==> src/rtl/dlf_band_ctrl_if.sv <==
// rtl/dlf_band_ctrl_if.sv - CSR, phase-error and DCO-word bundle for dlf_band_ctrl
//
// Purpose: carries the loop-filter CSRs, the TDC phase-error sample and the
// filter/band outputs between the control side and dlf_band_ctrl.
// Signals:
//   csr_dlf_en, csr_band_acq_en   filter enable, band-search enable
//   csr_dlf_kp_shft/ki_shft [2:0] proportional / integral left shifts
//   csr_band_init [7:0]           band loaded while idle
//   phe [PHE_W-1:0], phe_vld      signed phase error and its strobe
//   dlf_out [15:0], band [7:0]    filter and band words to the FLB
//   band_lock, band_lim           tracking reached, sticky band-edge flag
// Modports: master drives CSRs and phe; slave is the controller.
interface dlf_band_ctrl_if #(
  parameter int PHE_W = 10
);
  logic             csr_dlf_en;
  logic             csr_band_acq_en;
  logic [2:0]       csr_dlf_kp_shft;
  logic [2:0]       csr_dlf_ki_shft;
  logic [7:0]       csr_band_init;
  logic [PHE_W-1:0] phe;
  logic             phe_vld;
  logic [15:0]      dlf_out;
  logic [7:0]       band;
  logic             band_lock;
  logic             band_lim;

  modport master (
    output csr_dlf_en, csr_band_acq_en, csr_dlf_kp_shft, csr_dlf_ki_shft,
           csr_band_init, phe, phe_vld,
    input  dlf_out, band, band_lock, band_lim
  );

  modport slave (
    input  csr_dlf_en, csr_band_acq_en, csr_dlf_kp_shft, csr_dlf_ki_shft,
           csr_band_init, phe, phe_vld,
    output dlf_out, band, band_lock, band_lim
  );
endinterface

==> src/rtl/dlf_band_ctrl.sv <==
// rtl/dlf_band_ctrl.sv - DPLL proportional-integral loop filter with coarse band acquisition
//
// Purpose: filters the TDC phase error into a 16-bit DCO fine word and, when
// band acquisition is compiled in, steps the coarse band until the fine word
// leaves its saturation zones, then freezes the band and keeps tracking.
// Ports:
//   ref_clk   filter clock
//   rst       asynchronous active-high reset
//   bus       dlf_band_ctrl_if.slave (CSRs, phe/phe_vld in; dlf_out, band,
//             band_lock, band_lim out; all outputs registered)
// Build option: define DLF_BAND_ACQ_EN to compile in the ACQ/SETTLE band
// search and band_lim; without it band follows csr_band_init and the FSM
// goes straight from IDLE to TRACK.
module dlf_band_ctrl #(
  parameter int PHE_W      = 10,
  parameter int INT_W      = 24,
  parameter int LOCK_CNT   = 32,
  parameter int SETTLE_CYC = 16
) (
  input  logic            ref_clk,
  input  logic            rst,
  dlf_band_ctrl_if.slave  bus
);

  // Integrator sum needs two guard bits above INT_W to detect overflow.
  localparam int S_W = INT_W + 2;
  // Output sum: widest of (int>>>8) and (phe<<<7), plus headroom for the
  // 0x8000 offset and two signed additions.
  localparam int Y_W = (((INT_W - 8) > (PHE_W + 7)) ? (INT_W - 8) : (PHE_W + 7)) + 3;

  localparam logic signed [INT_W-1:0] INT_MAX = {1'b0, {(INT_W-1){1'b1}}};
  localparam logic signed [INT_W-1:0] INT_MIN = {1'b1, {(INT_W-1){1'b0}}};

  typedef enum logic [1:0] {
    ST_IDLE   = 2'd0,
    ST_ACQ    = 2'd1,
    ST_SETTLE = 2'd2,
    ST_TRACK  = 2'd3
  } state_e;

  state_e                   state_q, state_d;
  logic signed [INT_W-1:0]  int_q, int_d;
  logic [15:0]              dlf_q, dlf_d;
  logic [7:0]               band_q, band_d;
  logic                     lock_q, lock_d;

`ifdef DLF_BAND_ACQ_EN
  localparam int LC_W = (LOCK_CNT > 2) ? $clog2(LOCK_CNT) : 1;
  localparam int SC_W = (SETTLE_CYC > 2) ? $clog2(SETTLE_CYC) : 1;

  logic                     lim_q, lim_d;
  logic [LC_W-1:0]          lock_cnt_q, lock_cnt_d;
  logic [SC_W-1:0]          settle_cnt_q, settle_cnt_d;
  logic                     sat_hi, sat_lo;
`else
  logic                     unused_acq_en;
  assign unused_acq_en = bus.csr_band_acq_en;
`endif

  // Filter datapath: evaluated every cycle, committed only on phe_vld.
  logic signed [S_W-1:0]    ki_term;
  logic [S_W-1:0]           int_sum;
  logic signed [INT_W-1:0]  int_next;
  logic [Y_W-1:0]           int_shr;
  logic [Y_W-1:0]           kp_term;
  logic [Y_W-1:0]           y_sum;
  logic [15:0]              dlf_new;

  always_comb begin
    ki_term = {{(S_W-PHE_W){bus.phe[PHE_W-1]}}, bus.phe} <<< bus.csr_dlf_ki_shft;
    int_sum = {{2{int_q[INT_W-1]}}, int_q} + ki_term;
    // The three top bits must agree for the sum to fit in INT_W.
    if ((&int_sum[S_W-1:INT_W-1]) || !(|int_sum[S_W-1:INT_W-1])) begin
      int_next = int_sum[INT_W-1:0];
    end else if (int_sum[S_W-1]) begin
      int_next = INT_MIN;
    end else begin
      int_next = INT_MAX;
    end

    // Taking the upper bits is the arithmetic shift right by 8.
    int_shr = {{(Y_W-(INT_W-8)){int_next[INT_W-1]}}, int_next[INT_W-1:8]};
    kp_term = {{(Y_W-PHE_W){bus.phe[PHE_W-1]}}, bus.phe} << bus.csr_dlf_kp_shft;
    y_sum   = {{(Y_W-16){1'b0}}, 16'h8000} + int_shr + kp_term;

    if (y_sum[Y_W-1]) begin
      dlf_new = 16'h0000;
    end else if (|y_sum[Y_W-2:16]) begin
      dlf_new = 16'hFFFF;
    end else begin
      dlf_new = y_sum[15:0];
    end
  end

`ifdef DLF_BAND_ACQ_EN
  assign sat_hi = (dlf_new >= 16'hF000);
  assign sat_lo = (dlf_new <= 16'h0FFF);
`endif

  // Next-state and datapath update.
  always_comb begin
    state_d = state_q;
    int_d   = int_q;
    dlf_d   = dlf_q;
    band_d  = band_q;
`ifdef DLF_BAND_ACQ_EN
    lim_d        = lim_q;
    lock_cnt_d   = lock_cnt_q;
    settle_cnt_d = settle_cnt_q;
`endif

    // Dropping the enable behaves exactly like sitting in IDLE, so both
    // share the same clearing actions.
    if (!bus.csr_dlf_en || (state_q == ST_IDLE)) begin
      int_d  = '0;
      dlf_d  = 16'h8000;
      band_d = bus.csr_band_init;
`ifdef DLF_BAND_ACQ_EN
      lim_d        = 1'b0;
      lock_cnt_d   = '0;
      settle_cnt_d = '0;
`endif
      if (!bus.csr_dlf_en) begin
        state_d = ST_IDLE;
      end else begin
`ifdef DLF_BAND_ACQ_EN
        state_d = bus.csr_band_acq_en ? ST_ACQ : ST_TRACK;
`else
        state_d = ST_TRACK;
`endif
      end
    end else begin
      case (state_q)
`ifdef DLF_BAND_ACQ_EN
        ST_ACQ: begin
          if (bus.phe_vld) begin
            int_d = int_next;
            dlf_d = dlf_new;
            if (sat_hi && (band_q != 8'hFF)) begin
              band_d       = band_q + 8'd1;
              int_d        = '0;
              dlf_d        = 16'h8000;
              settle_cnt_d = '0;
              state_d      = ST_SETTLE;
            end else if (sat_lo && (band_q != 8'h00)) begin
              band_d       = band_q - 8'd1;
              int_d        = '0;
              dlf_d        = 16'h8000;
              settle_cnt_d = '0;
              state_d      = ST_SETTLE;
            end else if (sat_hi || sat_lo) begin
              // Saturated at a band edge: nowhere left to step.
              lim_d      = 1'b1;
              lock_cnt_d = '0;
            end else if (lock_cnt_q == LC_W'(LOCK_CNT - 1)) begin
              lock_cnt_d = '0;
              state_d    = ST_TRACK;
            end else begin
              lock_cnt_d = lock_cnt_q + LC_W'(1);
            end
          end
        end

        ST_SETTLE: begin
          // DCO is given time to respond to the new band; phe is ignored.
          int_d = '0;
          dlf_d = 16'h8000;
          if (settle_cnt_q == SC_W'(SETTLE_CYC - 1)) begin
            lock_cnt_d = '0;
            state_d    = ST_ACQ;
          end else begin
            settle_cnt_d = settle_cnt_q + SC_W'(1);
          end
        end
`endif

        ST_TRACK: begin
          if (bus.phe_vld) begin
            int_d = int_next;
            dlf_d = dlf_new;
          end
        end

        default: begin
          state_d = ST_IDLE;
        end
      endcase
    end

`ifndef DLF_BAND_ACQ_EN
    band_d = bus.csr_band_init;
`endif

    // band_lock is registered alongside the state so it rises on the TRACK entry edge.
    lock_d = (state_d == ST_TRACK);
  end

  always_ff @(posedge ref_clk or posedge rst) begin
    if (rst) begin
      state_q <= ST_IDLE;
      int_q   <= '0;
      dlf_q   <= 16'h8000;
      band_q  <= 8'h80;
      lock_q  <= 1'b0;
`ifdef DLF_BAND_ACQ_EN
      lim_q        <= 1'b0;
      lock_cnt_q   <= '0;
      settle_cnt_q <= '0;
`endif
    end else begin
      state_q <= state_d;
      int_q   <= int_d;
      dlf_q   <= dlf_d;
      band_q  <= band_d;
      lock_q  <= lock_d;
`ifdef DLF_BAND_ACQ_EN
      lim_q        <= lim_d;
      lock_cnt_q   <= lock_cnt_d;
      settle_cnt_q <= settle_cnt_d;
`endif
    end
  end

  assign bus.dlf_out   = dlf_q;
  assign bus.band      = band_q;
  assign bus.band_lock = lock_q;
`ifdef DLF_BAND_ACQ_EN
  assign bus.band_lim  = lim_q;
`else
  assign bus.band_lim  = 1'b0;
`endif

endmodule
==> src/flat_wrapper.sv <==
// flat-port wrapper written by rule: the top's interface ports become plain ports
module dlf_band_ctrl_flat 
#(
  parameter int PHE_W      = 10,
  parameter int INT_W      = 24,
  parameter int LOCK_CNT   = 32,
  parameter int SETTLE_CYC = 16
)
  (ref_clk, rst, bus_csr_dlf_en, bus_csr_band_acq_en, bus_csr_dlf_kp_shft, bus_csr_dlf_ki_shft, bus_csr_band_init, bus_phe, bus_phe_vld, bus_dlf_out, bus_band, bus_band_lock, bus_band_lim);
  dlf_band_ctrl_if #(.PHE_W(PHE_W)) bus_i ();
  input  logic ref_clk;
  input  logic rst;
  input wire logic [$bits(bus_i.csr_dlf_en)-1:0] bus_csr_dlf_en;
  input wire logic [$bits(bus_i.csr_band_acq_en)-1:0] bus_csr_band_acq_en;
  input wire logic [$bits(bus_i.csr_dlf_kp_shft)-1:0] bus_csr_dlf_kp_shft;
  input wire logic [$bits(bus_i.csr_dlf_ki_shft)-1:0] bus_csr_dlf_ki_shft;
  input wire logic [$bits(bus_i.csr_band_init)-1:0] bus_csr_band_init;
  input wire logic [$bits(bus_i.phe)-1:0] bus_phe;
  input wire logic [$bits(bus_i.phe_vld)-1:0] bus_phe_vld;
  output wire logic [$bits(bus_i.dlf_out)-1:0] bus_dlf_out;
  output wire logic [$bits(bus_i.band)-1:0] bus_band;
  output wire logic [$bits(bus_i.band_lock)-1:0] bus_band_lock;
  output wire logic [$bits(bus_i.band_lim)-1:0] bus_band_lim;
  assign bus_i.csr_dlf_en = bus_csr_dlf_en;
  assign bus_i.csr_band_acq_en = bus_csr_band_acq_en;
  assign bus_i.csr_dlf_kp_shft = bus_csr_dlf_kp_shft;
  assign bus_i.csr_dlf_ki_shft = bus_csr_dlf_ki_shft;
  assign bus_i.csr_band_init = bus_csr_band_init;
  assign bus_i.phe = bus_phe;
  assign bus_i.phe_vld = bus_phe_vld;
  assign bus_dlf_out = bus_i.dlf_out;
  assign bus_band = bus_i.band;
  assign bus_band_lock = bus_i.band_lock;
  assign bus_band_lim = bus_i.band_lim;
  dlf_band_ctrl #(.PHE_W(PHE_W), .INT_W(INT_W), .LOCK_CNT(LOCK_CNT), .SETTLE_CYC(SETTLE_CYC)) u_core (.ref_clk(ref_clk), .rst(rst), .bus(bus_i));
endmodule
==> config.mk <==
export PLATFORM = sky130hd
export DESIGN_NAME = dlf_band_ctrl_flat
export DESIGN_NICKNAME = d
export VERILOG_FILES = /design/src/rtl/dlf_band_ctrl_if.sv /design/src/rtl/dlf_band_ctrl.sv /design/src/flat_wrapper.sv
export SDC_FILE = /design/constraint.sdc
export NUM_CORES = 1
export LEC_CHECK = 0
export ABC_AREA = 1
export BUFFER_PORTS_ARGS = -buffer_cell sky130_fd_sc_hd__buf_2
export CORE_UTILIZATION = 60
export CTS_BUF_LIST = sky130_fd_sc_hd__clkbuf_8
export DETAILED_ROUTE_END_ITERATION = 12
export PLACE_DENSITY = 0.85
export SLEW_MARGIN = 20
export SYNTH_ARGS = -nofsm -noshare
export SYNTH_HDL_FRONTEND = slang
export SYNTH_SLANG_ARGS = --single-unit
==> constraint.sdc <==
create_clock -name ref_clk -period 9.9 [get_ports ref_clk]
set_input_delay 0.495 -clock ref_clk [delete_from_list [all_inputs] [get_ports ref_clk]]
set_output_delay 0.495 -clock ref_clk [all_outputs]
set_load 0.05 [all_outputs]
==> metrics.md, run 1 <==
| Metric | Value |
|---|---|
| Run status | completed |
| Total power divided by cell area | 133 nW/um^2 |
| Crit-path max cell delay | 450 ps |
| Initial antenna violation count | 0 |
| Critical path data required time | 10160 ps |
| Setup TNS | 0 ps |
| Number of H-tree branching levels | 2 |
| Slew at the pin closest to its max-slew limit | 891 ps |
| Worst-case headroom to the max-slew limit | 0.405 |
| Starting density of the core | 0.632 |
| Worst Clk Skew | 13.0 ps |
| Most common flop cell mapped by yosys | dfrtp_1 |
| Post-route minimum period | 5380 ps |
| Bufs on Longest Clock Path | 2 |
| Number of violations reported at the end of detailed-routing iteration 0 | 347 |
| Number of detailed-route iterations in the first pass | 5 |
| PnR Total Power | 748 uW |
| Top fanout value on the critical path | 38 |
| Core region area | 8380 um^2 |
| Fin. max-slew vios | 0 |
| Hold_ws | 291 ps |
| Launch instance of the worst register-to-register path | u_core.int_q[0]$_DFFE_PP0P_ |
| Leakage power figure | 3.40 nW |
| Post-synth ARST share | 1.00 |
| Post-CTS setup buffer count | 0 |
| Synthesis-to-layout area growth | 6.24% |
| Post-synthesis instance area | 5290 um^2 |
| Crit-path slowest cell | nand2_2 |
| Achievable frequency | 0.186 GHz |
| DRC viols | 0 |
| Gate count of the mapped netlist | 862 |
| Vias in the first global route | 4969 |
| CTS tree | done |
| Worst vdd ir | 0.0000783 V |
| Gr usage total | 0.305 |
| Count of flip-flops with a built-in enable after synthesis | 0 |
| Sort of element at the start of the critical path | primary input |
| Critical R2R Capture | u_core.bus.dlf_out[15]$_DFFE_PP1P_ |
| Share of post-route cells with drive strength above 1 | 0.0906 |
| Hold Path Depth | 1 |
| Global-route wire length before repair | 22000 um |
| Number of setup violations in the final report | 0 |
| R2R cell count | 25 |
| Detail-routed via count per cell | 5.40 |
| Most repeated cell in the gate-level netlist after synthesis | nand2_1 |
| Clock edge transition at the registers on the reported setup and hold paths | 100 ps |
| Worst-case hold path end point | u_core.bus.band[7]$_DFF_PP1_ |
| Warnings from Yosys | 0 |
| # hold bufs at CTS | 0 |
| Avg Synthesized Cell Area | 6.14 um^2 |
| Worst min-delay path startpoint | bus_csr_band_init[7] |
| Post-synthesis net count | 933 |
| Worst endpoint data arrival time | 5640 ps |
| Number of buffers created by CTS | 5 |
| Count of vias placed by the detailed router | 5393 |
| Most instantiated cells after synthesis | 351 x nand2_1, 109 x inv_1, 63 x nand3_1 |
| Input/output buffers | 52 |
| Final estimated routing congestion in global placement | 0.964 |
| Largest net degree at the start of global routing | 50 |
| Cell mode on critical path | nand2_1 |
| Die area | 9200 um^2 |
| Final HPWL from detailed placement | 10500 um |
| Y dimension of the die | 95.9 um |
| Antenna Cells | 0 |
| Reg2Reg Setup Slack | 4970 ps |
| Worst path buffer plus inverter count | 4 |
| Worst min path class | in2reg |
| #FFs+latches synth | 49 |
| Worst Path Class, Setup | in2reg |
| Cell types with the largest area share after synthesis | nand2_1 25%, dfrtp_1 22%, ha_1 9.5% |
| Max-cap violations | 0 |
| Drt total wl | 13300 um |
| Unrepaired setup endpoints after global routing | no |
| Total gr overflow | 0 |
| Number of top-level pins | 55 |
| Biggest area consumer among synthesized cells | nand2_1 |
| Post-layout net count | 964 |
| Portion of synthesized cell area occupied by the leading cell type | 0.249 |
| Post-route fraction of the period consumed by the critical path | 0.544 |
| Clock root buffer | clkbuf_8 |
| Hold violation count in the final report | 0 |
| Number of sinks on the clock net | 49 |
| Width of the die | 95.9 um |
| Mean routed wirelength per cell | 13.3 um |
| Gate family responsible for the most delay along the worst path | simple AND/OR/NAND/NOR gates |
| Endpoint kind of the worst setup timing path | flop |
| Post-route ant nets | 0 |
| Resize count post-CTS | 0 |
| Clock latency of the later-clocked register in the worst-skew pair | 310 ps |
| Std cell rows | 33 |
| Number of different library cells in the post-synthesis netlist | 35 |
| Sequential element share of the synthesized area | 0.232 |
stage by stage:
stage	util	area [um^2]	cells	setup WS, ps
detailed placement	0.661	5540	991	4350
finish	0.671	5620	999	4520
floorplan	-	5290	862	5350
global route	0.671	5620	999	3990
global placement	0.661	5540	991	4490
CTS	0.671	5620	999	4630
logic make-up after synthesis:
group,share of synthesized area
simple gates,0.385
mux,0.0265
compound gates,0.0934
other cells,0.000708
xor+xnor,0.0496
buf+inv,0.110
fa+ha+maj,0.102
flops,0.232
layout make-up:
| cell class | instances | area, um^2 |
|---|---|---|
| multi-input cells | 672 | 3480 |
| fillers | 781 | 2760 |
| flip-flops and latches | 49 | 1230 |
| inverters | 111 | 418 |
| repair buffers | 54 | 275 |
| well taps | 105 | 131 |
| clock buffers | 5 | 68.8 |
| clock inverters | 3 | 17.5 |
placed cells by master, fill, tap and decap left out:
cell type and count:
buf_2 52, xnor2_1 23, a21oi_1 38, mux2i_1 14
fa_1 2, a22o_1 1, nand3_2 7, nand2_1 351
nand2_2 3, clkinv_2 2, o21ai_0 46, nand3b_1 5
conb_1 1, inv_1 109, nor2_1 42, o21bai_1 4
nor2_2 4, nand4_1 8, dfstp_2 2, buf_4 2
nand3_1 63, clkbuf_8 5, ha_1 40, nor3_1 5
nor3b_1 1, a21o_1 2, inv_2 2, dfrtp_1 47
inv_6 1, or2_0 1, a31oi_1 2, a21boi_1 1
nand4_2 1, xor2_1 7
registers in the layout, summed over array words and instances (netlist names), named ones only:
name / flops
u_core.int_q: 24
u_core.bus.dlf_out: 16
u_core.bus.band: 8
power breakdown:
group	internal [mW]	total [mW]	switching (mW)
clock	0.0496	0.123	0.0734
sequential	0.213	0.219	0.00635
combinational	0.135	0.406	0.271
worst register-to-register path, stage by stage, from the launching register on:
cell and delay, ps:
dfrtp_1 360, ha_1 220, inv_1 80, fa_1 410
nand3b_1 180, nand2_1 190, nand2_1 100, nand2_1 130
nand2_1 100, nand4_2 120, nand2_2 120, inv_2 80
nand2_2 450, nand2_1 230, inv_1 60, ha_1 220
fa_1 420, nand3_1 90, nand2_1 150, nand2_1 100
nand2_1 100, nand3_1 110, nand3_1 430, nand3_1 280
nand2_1 70, nand2_1 70
per-layer routing:
| layer | wire [um] | part of all wire | vias up | GRT usage |
|---|---|---|---|---|
| met5 | 0 | 0 | - | 0 |
| met4 | 242 | 0.018 | 0 | 0.0759 |
| met3 | 732 | 0.055 | 24 | 0.0450 |
| met2 | 6140 | 0.46 | 162 | 0.517 |
| met1 | 6200 | 0.47 | 2419 | 0.407 |
| li1 | - | - | 2788 | - |
how the worst max path moves through the flow:
stage	from	to	cells after the start
floorplan	bus_csr_dlf_ki_shft[0]	u_core.bus.dlf_out[10]$_DFFE_PP0P_	33
global placement	bus_csr_dlf_ki_shft[0]	u_core.bus.dlf_out[0]$_DFFE_PP0P_	28
detailed placement	bus_csr_dlf_ki_shft[0]	u_core.bus.dlf_out[15]$_DFFE_PP1P_	28
CTS	bus_csr_dlf_ki_shft[0]	u_core.bus.dlf_out[15]$_DFFE_PP1P_	28
global route	bus_csr_dlf_ki_shft[0]	u_core.bus.dlf_out[8]$_DFFE_PP0P_	28
finish	bus_csr_dlf_ki_shft[0]	u_core.bus.dlf_out[15]$_DFFE_PP1P_	28
Note: power is estimated with default switching activity, not from simulation.
==> run 2: changes to the inputs <==
--- a/config.mk
+++ b/config.mk
@@ -7,10 +7,10 @@
 export LEC_CHECK = 0
 export ABC_AREA = 1
 export BUFFER_PORTS_ARGS = -buffer_cell sky130_fd_sc_hd__buf_2
-export CORE_UTILIZATION = 60
+export CORE_UTILIZATION = 56
 export CTS_BUF_LIST = sky130_fd_sc_hd__clkbuf_8
 export DETAILED_ROUTE_END_ITERATION = 12
-export PLACE_DENSITY = 0.85
+export PLACE_DENSITY = 0.83
 export SLEW_MARGIN = 20
 export SYNTH_ARGS = -nofsm -noshare
 export SYNTH_HDL_FRONTEND = slang
==> constraint.sdc (replaced) <==
create_clock -name ref_clk -period 4.8 [get_ports ref_clk]
set_input_delay 0.24 -clock ref_clk [delete_from_list [all_inputs] [get_ports ref_clk]]
set_output_delay 0.24 -clock ref_clk [all_outputs]
set_load 0.05 [all_outputs]
==> run 2 against run 1 <==
  * Register-to-register slack got worse by 4400 ps
  * Design area increased by 2.8%
  * Critical path depth increased by 2
  * Worst setup slack got worse by 4100 ps
  * Largest cell class unchanged
==> metrics.md, run 2 (synthesis gave the netlist of run 1 again) <==
| Metric | Value |
|---|---|
| Count of vias placed by the detailed router | 5285 |
| Synthesis-to-layout area growth | 9.26% |
| Worst Clk Skew | 8.77 ps |
| Clock network fraction of total power | 0.158 |
| Number of standard cells in the final layout excluding fillers | 1021 |
| Share of total power in combinational logic | 0.554 |
| Antenna Cells | 0 |
| Fin. max-slew vios | 0 |
| Largest net degree at the start of global routing | 50 |
| Total internal power | 852 uW |
| DRC viols | 0 |
| PnR Total Power | 1.57 mW |
| Post-CTS setup buffer count | 0 |
| Final HPWL from detailed placement | 10200 um |
| Achievable frequency | 0.228 GHz |
| Clock root buffer | clkbuf_8 |
| Placed insts | 1013 |
| Number of detailed-route iterations in the first pass | 5 |
| Crit-path max cell delay | 350 ps |
| Leakage power figure | 3.48 nW |
| Clock latency of the later-clocked register in the worst-skew pair | 310 ps |
| Endpoint kind of the worst setup timing path | flop |
| Clock edge transition at the registers on the reported setup and hold paths | 90 ps |
| Initial antenna violation count | 0 |
| Number of buffers created by CTS | 5 |
| Core region area | 9200 um^2 |
| Crit-path slowest cell | ha_1 |
| Number of sinks on the clock net | 49 |
| Run status | completed |
| Worst endpoint data arrival time | 4590 ps |
| Mean routed wirelength per cell | 12.5 um |
| Vias in the first global route | 4912 |
| Number of top-level pins | 55 |
| Total gr overflow | 0 |
| Number of violations reported at the end of detailed-routing iteration 0 | 231 |
| Top fanout value on the critical path | 22 |
| Worst Path Class, Setup | in2reg |
| Max-cap violations | 0 |
| Sequential share of power | 0.287 |
| Setup TNS | 0 ps |
| Sort of element at the start of the critical path | primary input |
| Worst vdd ir | 0.000178 V |
| Gr usage total | 0.273 |
| Bufs on Longest Clock Path | 2 |
| Std cell rows | 35 |
| Input/output buffers | 52 |
| Worst-case headroom to the max-slew limit | 0.442 |
| Detail-routed via count per cell | 5.18 |
| Register bank with the most flops | u_core.int_q |
| CTS tree | done |
| Number of setup violations in the final report | 0 |
| Post-route minimum period | 4400 ps |
| Worst min path class | in2reg |
| Hold Path Depth | 1 |
| Total power divided by cell area | 272 nW/um^2 |
| Post-layout net count | 980 |
| Y dimension of the die | 99.2 um |
| Switching share of power | 0.458 |
| Final estimated routing congestion in global placement | 0.916 |
| Unrepaired setup endpoints after global routing | no |
| Cell mode on critical path | nand2_1 |
| Share of post-route cells with drive strength above 1 | 0.108 |
| Flip-flop count of the largest register after layout | 24 |
| Die area | 9850 um^2 |
| Slew at the pin closest to its max-slew limit | 836 ps |
| Global-route wire length before repair | 21700 um |
| Starting density of the core | 0.576 |
| Most frequent cells in the layout | 351 x nand2_1, 109 x inv_1, 63 x nand3_1, 52 x buf_2, 47 x dfrtp_1 |
| Number of H-tree branching levels | 2 |
| Width of the die | 99.2 um |
| Post-route ant nets | 0 |
| Critical path data required time | 5000 ps |
| R2R cell count | 27 |
| Total net switching power | 720 uW |
| Most frequent standard cell in the layout excluding fill and tap cells | nand2_1 |
| Post-route fraction of the period consumed by the critical path | 0.916 |
| Hold violation count in the final report | 0 |
| Drt total wl | 12800 um |
## run 2: cell types whose count changed in the layout (fill, tap and decap cells not counted), sizes merged
cell	before	now
buf	54	70
## run 2: worst max-delay path: cells and delay by family
kind	cells	cell delay, ps
AO/OA/AOI/OAI	5	1090
adder cells (fa/ha/maj)	2	690
buffers and inverters	6	580
multiplexers	1	280
AND/OR/NAND/NOR	16	1710
## run 2: path summary, 6_finish.rpt
check                                                         from                                  to  slack, ps
worst max register to register         u_core.int_q[0]$_DFFE_PP0P_   u_core.bus.dlf_out[7]$_DFFE_PP0P_        590
min in group asynchronous                                      rst        u_core.bus.band[6]$_DFF_PP0_         60
worst min register to register  u_core.bus.dlf_out[14]$_DFFE_PP0P_  u_core.bus.dlf_out[14]$_DFFE_PP0P_        480
max in group asynchronous                                      rst         u_core.int_q[8]$_DFFE_PP0P_       4240
worst max-delay path                        bus_csr_dlf_ki_shft[0]   u_core.bus.dlf_out[7]$_DFFE_PP0P_        400
worst min-delay path                          bus_csr_band_init[7]        u_core.bus.band[7]$_DFF_PP1_         20
## run 2: layout make-up
class | count | area (um^2)
Clock inverter | 3 | 17.5
Tap cell | 111 | 139
Clock buffer | 5 | 68.8
Timing Repair Buffer | 70 | 420
Fill cell | 910 | 3410
Sequential cell | 49 | 1230
Inverter | 111 | 418
Multi-Input combinational cell | 672 | 3490
## run 2: per-layer routing
metal,wire [um],vias to the layer above,global-route usage,part of all wire
met5,0,-,0,0
met4,256,0,0.0792,0.020
met3,553,18,0.0443,0.043
met2,5900,100,0.464,0.46
met1,6100,2354,0.359,0.48
li1,-,2813,-,-
## run 2: timing repair
action                     4_1_cts  5_1_grt
setup endpoints to repair        0       16
gates resized for setup          0        1
hold buffers                     0        0
## run 2: power groups by stage
stage          combinational [mW]  clock, mW  sequential, mW
3_5_place_dp                0.860          0           0.460
4_1_cts                     0.865      0.254           0.452
5_1_grt                     0.971      0.273           0.455
6_report                    0.872      0.249           0.452
3_3_place_gp                0.853          0           0.459
2_1_floorplan               0.612          0           0.512
## run 2: per-stage QoR
| stage | setup WS (ps) | cell area (um^2) | hold WS, ps | utilization |
|---|---|---|---|---|
| global route | 10.1 | 5780 | 11.3 | 0.629 |
| finish | 405 | 5780 | 24.7 | 0.629 |
| floorplan | 500 | 5290 | 244 | - |
| global placement | 202 | 5690 | 345 | 0.619 |
| CTS | 463 | 5780 | 21.7 | 0.628 |
| detailed placement | 160 | 5690 | 349 | 0.619 |
